**src/rtl/msff_mon_pkg.sv**
```systemverilog
// Shared types and defaults for the MS flip-flop output monitor.
// Latency: n/a (declarations only).
// Backpressure: n/a.
package msff_mon_pkg;

    typedef enum logic [1:0] {
        ST_UNKNOWN = 2'b00,
        ST_SET     = 2'b01,
        ST_RST     = 2'b10,
        ST_FAULT   = 2'b11
    } state_t;

    localparam int CNT_W_DEF     = 8;
    localparam int FAULT_CYC_DEF = 3;
    // Wide enough for the largest legal FAULT_CYC (15).
    localparam int RUN_W         = 4;

    // A latch output pair is meaningful only when Q and Q_L disagree.
    function automatic logic pair_valid(input logic q, input logic ql);
        return q != ql;
    endfunction

endpackage

```
**src/rtl/msff_monitor_if.sv**
```systemverilog
// Bundle of flip-flop inputs, clear strobe and monitor results.
// Latency: n/a (wiring only).
// Backpressure: none; the monitor is a pure observer.
interface msff_monitor_if
    import msff_mon_pkg::*;
#(
    parameter int CNT_W = CNT_W_DEF
);
    logic             Q_IN;
    logic             Q_L_IN;
    logic             CLR_CNT;
    logic             RISE_PULSE;
    logic             FALL_PULSE;
    logic [CNT_W-1:0] SET_CNT;
    logic [CNT_W-1:0] RST_CNT;
    logic [1:0]       STATE;
    logic             FAULT;
    logic             SAT;

    // Stimulus / flip-flop side.
    modport master (
        output Q_IN, Q_L_IN, CLR_CNT,
        input  RISE_PULSE, FALL_PULSE, SET_CNT, RST_CNT, STATE, FAULT, SAT
    );

    // Monitor side.
    modport slave (
        input  Q_IN, Q_L_IN, CLR_CNT,
        output RISE_PULSE, FALL_PULSE, SET_CNT, RST_CNT, STATE, FAULT, SAT
    );
endinterface

```
**src/rtl/msff_monitor_sync2.sv**
```systemverilog
// One-bit two-flop synchronizer for a signal from a foreign clock domain.
// Latency: 2 CLK cycles; resets to 0.
// Backpressure: none.
module msff_monitor_sync2 (
    input  logic CLK,
    input  logic RST,
    input  logic d_i,
    output logic q_o
);
    logic meta_q;
    logic sync_q;

    // Two back-to-back flops give the first one a full cycle to resolve.
    always_ff @(posedge CLK or posedge RST) begin
        if (RST) begin
            meta_q <= 1'b0;
            sync_q <= 1'b0;
        end else begin
            meta_q <= d_i;
            sync_q <= meta_q;
        end
    end

    assign q_o = sync_q;
endmodule

```
**src/rtl/msff_monitor.sv**
```systemverilog
// Classifies a master-slave SR flip-flop's Q/Q_L pair, pulses and counts edges, flags persistent illegal pairs.
// Latency: input to outputs 2 CLK edges (3 with MSFF_MON_SYNC_EN defined, which adds a 2-flop synchronizer).
// Backpressure: none; observes every cycle, CLR_CNT acts on the edge it is sampled.
module msff_monitor
    import msff_mon_pkg::*;
#(
    parameter int CNT_W     = CNT_W_DEF,
    parameter int FAULT_CYC = FAULT_CYC_DEF
) (
    input  logic         CLK,
    input  logic         RST,
    msff_monitor_if.slave mon
);
    localparam logic [RUN_W:0]   FAULT_LIM = (RUN_W+1)'(FAULT_CYC);
    localparam logic [CNT_W-1:0] CNT_MAX   = {CNT_W{1'b1}};

    logic q_s;
    logic ql_s;

`ifdef MSFF_MON_SYNC_EN
    // The synchronizer's second flop doubles as the sample register.
    msff_monitor_sync2 u_sync_q  (.CLK(CLK), .RST(RST), .d_i(mon.Q_IN),   .q_o(q_s));
    msff_monitor_sync2 u_sync_ql (.CLK(CLK), .RST(RST), .d_i(mon.Q_L_IN), .q_o(ql_s));
`else
    logic q_s_q;
    logic ql_s_q;

    // Single sample register: the flip-flop shares our clock.
    always_ff @(posedge CLK or posedge RST) begin
        if (RST) begin
            q_s_q  <= 1'b0;
            ql_s_q <= 1'b0;
        end else begin
            q_s_q  <= mon.Q_IN;
            ql_s_q <= mon.Q_L_IN;
        end
    end

    assign q_s  = q_s_q;
    assign ql_s = ql_s_q;
`endif

    state_t           state_q, state_d;
    logic [RUN_W-1:0] run_q, run_d;
    logic [CNT_W-1:0] set_cnt_q, set_cnt_d;
    logic [CNT_W-1:0] rst_cnt_q, rst_cnt_d;
    logic             rise_q, rise_d;
    logic             fall_q, fall_d;
    logic             fault_q, fault_d;
    logic             sat_q, sat_d;

    logic valid;
    logic run_hit;
    logic rise_ev;
    logic fall_ev;

    assign valid   = pair_valid(q_s, ql_s);
    // This invalid sample completes the run that latches FAULT.
    assign run_hit = ({1'b0, run_q} + 1'b1) >= FAULT_LIM;
    // Only a transition between two held states is an event; UNKNOWN acquisition is not.
    assign rise_ev = (state_q == ST_RST) && valid &&  q_s;
    assign fall_ev = (state_q == ST_SET) && valid && !q_s;

    // State register.
    always_ff @(posedge CLK or posedge RST) begin
        if (RST) state_q <= ST_UNKNOWN;
        else     state_q <= state_d;
    end

    // Next state: valid pairs select the held state, long invalid runs fault, FAULT is absorbing until cleared.
    always_comb begin
        state_d = state_q;
        if (state_q != ST_FAULT) begin
            if (valid)        state_d = q_s ? ST_SET : ST_RST;
            else if (run_hit) state_d = ST_FAULT;
        end
        if (mon.CLR_CNT && state_d == ST_FAULT) state_d = ST_UNKNOWN;
    end

    // Output next values: pulses, saturating counters, run counter; the clear wins on counters but not pulses.
    always_comb begin
        rise_d    = rise_ev;
        fall_d    = fall_ev;
        set_cnt_d = set_cnt_q;
        rst_cnt_d = rst_cnt_q;
        sat_d     = sat_q;
        fault_d   = fault_q || (state_d == ST_FAULT);
        run_d     = run_q;

        if (rise_ev) begin
            if (set_cnt_q == CNT_MAX) sat_d = 1'b1;
            else                      set_cnt_d = set_cnt_q + 1'b1;
        end
        if (fall_ev) begin
            if (rst_cnt_q == CNT_MAX) sat_d = 1'b1;
            else                      rst_cnt_d = rst_cnt_q + 1'b1;
        end

        if (state_q == ST_FAULT || valid || run_hit) run_d = '0;
        else                                         run_d = run_q + 1'b1;

        if (mon.CLR_CNT) begin
            set_cnt_d = '0;
            rst_cnt_d = '0;
            sat_d     = 1'b0;
            fault_d   = 1'b0;
            run_d     = '0;
        end
    end

    // Output and run-counter registers.
    always_ff @(posedge CLK or posedge RST) begin
        if (RST) begin
            rise_q    <= 1'b0;
            fall_q    <= 1'b0;
            set_cnt_q <= '0;
            rst_cnt_q <= '0;
            fault_q   <= 1'b0;
            sat_q     <= 1'b0;
            run_q     <= '0;
        end else begin
            rise_q    <= rise_d;
            fall_q    <= fall_d;
            set_cnt_q <= set_cnt_d;
            rst_cnt_q <= rst_cnt_d;
            fault_q   <= fault_d;
            sat_q     <= sat_d;
            run_q     <= run_d;
        end
    end

    assign mon.RISE_PULSE = rise_q;
    assign mon.FALL_PULSE = fall_q;
    assign mon.SET_CNT    = set_cnt_q;
    assign mon.RST_CNT    = rst_cnt_q;
    assign mon.STATE      = state_q;
    assign mon.FAULT      = fault_q;
    assign mon.SAT        = sat_q;
endmodule

```
**src/flat_wrapper.sv**
```systemverilog
// flat-port wrapper written by rule: the top's interface ports become plain ports
module msff_monitor_flat import msff_mon_pkg::*;
#(
    parameter int CNT_W     = CNT_W_DEF,
    parameter int FAULT_CYC = FAULT_CYC_DEF
)
  (CLK, RST, mon_Q_IN, mon_Q_L_IN, mon_CLR_CNT, mon_RISE_PULSE, mon_FALL_PULSE, mon_SET_CNT, mon_RST_CNT, mon_STATE, mon_FAULT, mon_SAT);
  msff_monitor_if #(.CNT_W(CNT_W)) mon_i ();
  input  logic CLK;
  input  logic RST;
  input wire logic [$bits(mon_i.Q_IN)-1:0] mon_Q_IN;
  input wire logic [$bits(mon_i.Q_L_IN)-1:0] mon_Q_L_IN;
  input wire logic [$bits(mon_i.CLR_CNT)-1:0] mon_CLR_CNT;
  output wire logic [$bits(mon_i.RISE_PULSE)-1:0] mon_RISE_PULSE;
  output wire logic [$bits(mon_i.FALL_PULSE)-1:0] mon_FALL_PULSE;
  output wire logic [$bits(mon_i.SET_CNT)-1:0] mon_SET_CNT;
  output wire logic [$bits(mon_i.RST_CNT)-1:0] mon_RST_CNT;
  output wire logic [$bits(mon_i.STATE)-1:0] mon_STATE;
  output wire logic [$bits(mon_i.FAULT)-1:0] mon_FAULT;
  output wire logic [$bits(mon_i.SAT)-1:0] mon_SAT;
  assign mon_i.Q_IN = mon_Q_IN;
  assign mon_i.Q_L_IN = mon_Q_L_IN;
  assign mon_i.CLR_CNT = mon_CLR_CNT;
  assign mon_RISE_PULSE = mon_i.RISE_PULSE;
  assign mon_FALL_PULSE = mon_i.FALL_PULSE;
  assign mon_SET_CNT = mon_i.SET_CNT;
  assign mon_RST_CNT = mon_i.RST_CNT;
  assign mon_STATE = mon_i.STATE;
  assign mon_FAULT = mon_i.FAULT;
  assign mon_SAT = mon_i.SAT;
  msff_monitor #(.CNT_W(CNT_W), .FAULT_CYC(FAULT_CYC)) u_core (.CLK(CLK), .RST(RST), .mon(mon_i));
endmodule
```
**config.mk**
```make
export PLATFORM = sky130hd
export DESIGN_NAME = msff_monitor_flat
export DESIGN_NICKNAME = d
export VERILOG_FILES = /design/src/rtl/msff_mon_pkg.sv /design/src/rtl/msff_monitor_if.sv /design/src/rtl/msff_monitor_sync2.sv /design/src/rtl/msff_monitor.sv /design/src/flat_wrapper.sv
export SDC_FILE = /design/constraint.sdc
export NUM_CORES = 1
export LEC_CHECK = 0
export CORE_MARGIN = 2
export CORE_UTILIZATION = 54
export DETAILED_ROUTE_END_ITERATION = 10
export GPL_ROUTABILITY_DRIVEN = 1
export PLACE_DENSITY = 0.9
export SETUP_SLACK_MARGIN = 0.3
export SYNTH_ARGS = -nofsm -noshare
export SYNTH_HDL_FRONTEND = slang
export SYNTH_SLANG_ARGS = --single-unit
```
**constraint.sdc**
```tcl
create_clock -name CLK -period 4.25 [get_ports CLK]
set_input_delay 0.85 -clock CLK [delete_from_list [all_inputs] [get_ports CLK]]
set_output_delay 0.85 -clock CLK [all_outputs]
set_load 0.05 [all_outputs]
```
# --- Word level (Yosys, flattened, before mapping) ---
# Index checks and enable logic that the tools add are counted.
totals:
  register_bits: 28
  elab_cells: 58
classes:
  order_cmp: 1
  n_reduce_logical: 13
  eq_ne: 11
  addsub: 4
  mux: 19
op_table:
  columns: ["operator", "count"]
  rows:
  - ["$mux 8", 6]
  - ["$add 8x1->8 const B", 2]
  - ["$eq 8x8->1 const B", 2]
  - ["$mux 2", 5]
  - ["$eq 2x2->1 const B", 4]
  - ["$mux 4", 2]
  - ["$mux 1", 6]
  - ["$ne 2x2->1 const B", 3]
  - ["$add 4x1->5 const B", 1]
  - ["$ge 5x2->1 const B", 1]
  - ["$logic_and 1x1->1", 5]
  - ["$add 4x1->4 const B", 1]
  - ["$reduce_and 2->1", 2]
  - ["$reduce_bool 2->1", 2]
  - ["$logic_or 1x1->1", 3]
  - ["$eq 2x1->1 const B", 1]
  - ["$logic_not 1->1", 1]
  - ["$ne 1x1->1", 1]

# --- Longest topological paths before layout ---
depth:
  ltp_word: 11
  mapped_depth: 6
  ltp_nobuf: 6

# --- Worst setup path after synthesis ---
# Ideal clock, no wire load.
synth_path:
  path_type: "reg-to-reg"
  from: "register u_core.set_cnt_q[0], in the netlist u_core.mon.SET_CNT[0]"
  to: "register u_core.set_cnt_q[3], in the netlist u_core.mon.SET_CNT[3]"
  t_required_ns: 4.172
  path_slack_ns: 2.475
  t_arrival_ns: 1.697
  period_less_slack_ns: 1.775
  path_stages_with_launch: 6
  path_cell_list: "dfrtp_1 -> ha_1 -> nand3_1 -> o21ai_4 -> or4_1 -> a21oi_1"
synth_between:
  elab_chain_len: 4
  word_cells_on_any_way: 7
  classes_between: "add/sub: 1; eq/ne: 2; mux: 3; reduce/logical: 1"
synth_rtl:
  columns: ["item", "line_no", "rtl"]
  rows:
  - ["from (decl)", "msff_monitor.sv:45", "logic [CNT_W-1:0] set_cnt_q, set_cnt_d;"]
  - ["from (signal assigned)", "msff_monitor.sv:124", "set_cnt_q <= set_cnt_d;"]
  - ["$add 8x1->8", "msff_monitor.sv:92", "else set_cnt_d = set_cnt_q + 1'b1;"]
  - ["$mux 8", "msff_monitor.sv:91", "if (set_cnt_q == CNT_MAX) sat_d = 1'b1;"]
  - ["$mux 8", "msff_monitor.sv:90", "if (rise_ev) begin"]
  - ["$mux 8", "msff_monitor.sv:102", "if (mon.CLR_CNT) begin"]
# Several ways; a longest one is shown, not always the timed one. The select of a mux whose other input is x is not followed.
# A chain may end at the register's enable or synchronous reset.

# --- Worst setup path in the final report ---
layout_path:
  from: "register u_core.set_cnt_q[3], in the netlist u_core.mon.SET_CNT[3]"
  to: "output port mon_SET_CNT[3]"
layout_rtl:
  columns: ["item", "line_no", "rtl"]
  rows:
  - ["to (decl)", "flat_wrapper.sv:16", "output wire logic [$bits(mon_i.SET_CNT)-1:0] mon_SET_CNT;"]
# No word-level cell between the ends.

==> impl_metrics.toml <==
[timing]
finalSetupViolCount = 0
clock_skew_ns = 0.00980
fmax_mhz = 395
fin_crit_ns = 2.53
max_slew_margin_pct = 30.3
tns_ns = 0
period_share_pct = 59.5
rsz0062_at_grt = "false"
hold_violations = 0
worstMarginPinSlew_ns = 1.04
slew_viol_final = 0

[clocking]
clock_sinks = 28
postCtsHoldBufs = 0
cts_tree = "yes"
htree_levels = 1
cts_resized = 0
clock_path_buffers = 2
cts_setup_buffers = 0
cts_root_buf = "clkbuf_4"
cts_buffers = 3
worstSkewPairLatency_ns = 0.34
path_clk_slew_ns = 0.14

[worst_setup_path]
cp_cell_sequence = "clkdlybuf4s50_1"
cp_max_fo = 7
critical-path-max-stage-delay_ns = 0.86
end_kind = "output pin"
crit_type = "reg -> out"
path_buf_inv = 1
critical-path-slowest-cell = "clkdlybuf4s50_1"
crit_family = "buffers and inverters"
worstPathRequired_ns = 3.40
cp_data_arrival_time_ns = 1.68
startpoint_type = "register"

[power]
p_int_uw = 354
p_per_area_nw_per_um2 = 291
clock_power_share_pct = 26.9
p_sw_share_pct = 28.1
max-vdd-ir-drop_uv = 215
p_switching_uw = 138
comb_power_share_pct = 15.5
seq_power_share_pct = 57.6
p_leak_uw = 0.000732

[synthesis]
synth-seq-cells = 28
synth_ff_type = "dfrtp_1"
synth-edff-count = 0
ys.warnings.count = 0
synth_area_per_cell_um2 = 10.5
syn_area_um2 = 1370
yosysSeqAreaShare_pct = 51.1
synth_cell_types = 43
async_flop_share_pct = 100
synth_cells = 131

[floorplan]
initial_core_util_pct = 56.3
num_rows = 18
die_w_um = 54.4
ios = 27
die_area_um2 = 2960
fp.dieH_um = 54.4
core_um2 = 2430

[job]
cap_violations = 0

[route]
met3WireLength_um = 84
drtPass1Iterations = 4
wl_met1_um = 1230
drc = 0
via_per_inst = 5.74
wl_met2_um = 1350
num_vias = 1084
topRoutingLayerUsed = "met4"
drt_iter0_markers = 4
routedWlPerCell_um = 14.4
routed_wl_um = 2730
antenna_left = 0

[grt]
grt_pass1_wl_um = 4650
grt_pass1_vias = 1112
antenna_found_initial = 0
grt_max_degree = 29
grtUsageTotal_pct = 21.8
grt-ovfl-total = 0

[placement]
finalWeightedCongestion = 0.803
dp_hpwl_um = 1950
io_buffers = 26
dpl.cell_count = 185

[layout]
final_cell_mix = "28 x dfrtp_1, 26 x clkdlybuf4s50_1, 17 x nor2_1, 8 x nand2_1, 6 x a21oi_1"
layout_commonest_cell = "dfrtp_1"
fin_nets = 169
diodes = 0
synthToLayoutAreaGrowth_pct = 23.3
drive_gt1_share_pct = 5.03
layoutNonFillerInstCount = 189

[run_status]
status = "finished, final reports clean"

[worst_hold_path]
hold_path.class = "reg -> reg"
-- per-layer routing --
layer	up-vias	global-route usage (%)
met5	-	0
met4	0	10.8
met3	5	2.46
met2	24	37.8
met1	524	26.7
li1	531	-
-- state kept, by name, indices dropped and copies added (netlist names) --
register / cells
u_core.mon.RISE_PULSE: 1
u_core.mon.FALL_PULSE: 1
u_core.mon.RST_CNT: 8
u_core.ql_s: 1
u_core.mon.SAT: 1
u_core.mon.STATE: 2
u_core.mon.FAULT: 1
u_core.run_q: 4
u_core.q_s: 1
u_core.mon.SET_CNT: 8
-- synthesized netlist by cell type (all sizes together) (2+ instances only) --
cell	instances	area share, %
or4	3	1.6
o21ai	6	3.0
nor4b	2	1.3
and4	2	1.3
or2	2	0.91
nand2	8	2.2
nor3	4	1.5
a211oi	2	1.1
ha	4	3.7
o31ai	3	1.6
and2	2	0.91
a311oi	2	1.3
inv	3	0.82
xor2	5	3.2
a21oi	6	2.2
nand4	4	2.3
dfrtp	28	51
nor2	17	4.7
mux2i	3	2.2
nor4	2	0.91
clkbuf	2	0.55
nand3	3	1.1
o211ai	3	2.0
-- layout make-up --
cell class	count	area, um^2
clock buffer	4	36.3
fill	191	743
inverter	4	15.0
multi-input combinational	97	639
sequential	28	701
tap	30	37.5
timing repair buffer	26	260
-- cells by family after synthesis --
logic type | count (synthesis) | share of synthesized area, %
AOI/OAI and AO/OA | 25 | 13.1
xor gates and xnor gates | 6 | 3.84
adders and majority gates | 4 | 3.65
buffers and inverters | 7 | 2.47
DFF | 28 | 51.1
muxes | 3 | 2.19
other | 1 | 0.274
and+or+nand+nor | 57 | 23.4
-- final timing paths --
check | from | endpoint | slack (ns) | depth (start not counted)
setup / recovery | u_core.mon.SET_CNT[3] | mon_SET_CNT[3] | 1.72 | 1
hold / removal | u_core.run_q[0] | u_core.run_q[0] | 0.53 | 1
setup reg to reg | u_core.mon.SET_CNT[0] | u_core.mon.SET_CNT[3] | 2.54 | 5
hold reg to reg | u_core.run_q[0] | u_core.run_q[0] | 0.53 | 1
max in group asynchronous | RST | u_core.run_q[1] | 2.57 | 2
min in group asynchronous | RST | u_core.mon.SET_CNT[1] | 1.05 | 2
-- through the flow --
stage	hold WS (ns)	total power (uW)	utilization [%]	setup WS (ns)	cell area (um^2)
after floorplan	0.479	340	-	2.47	1370
after global placement	0.497	362	68.0	1.88	1650
after detailed placement	0.510	365	68.0	1.82	1650
after CTS	0.534	497	69.4	1.72	1690
after global routing	0.562	512	69.4	1.67	1690
final	0.529	492	69.4	1.72	1690
-- power groups by stage --
stage	clock, uW	combinational (uW)	sequential [uW]
detailed placement	0	76.5	289
floorplan	0	29.8	310
global route	144	82.9	285
finish	133	76.3	283
global placement	0	74.2	288
CTS	136	76.9	284
Power figures use the tool's default switching activity.
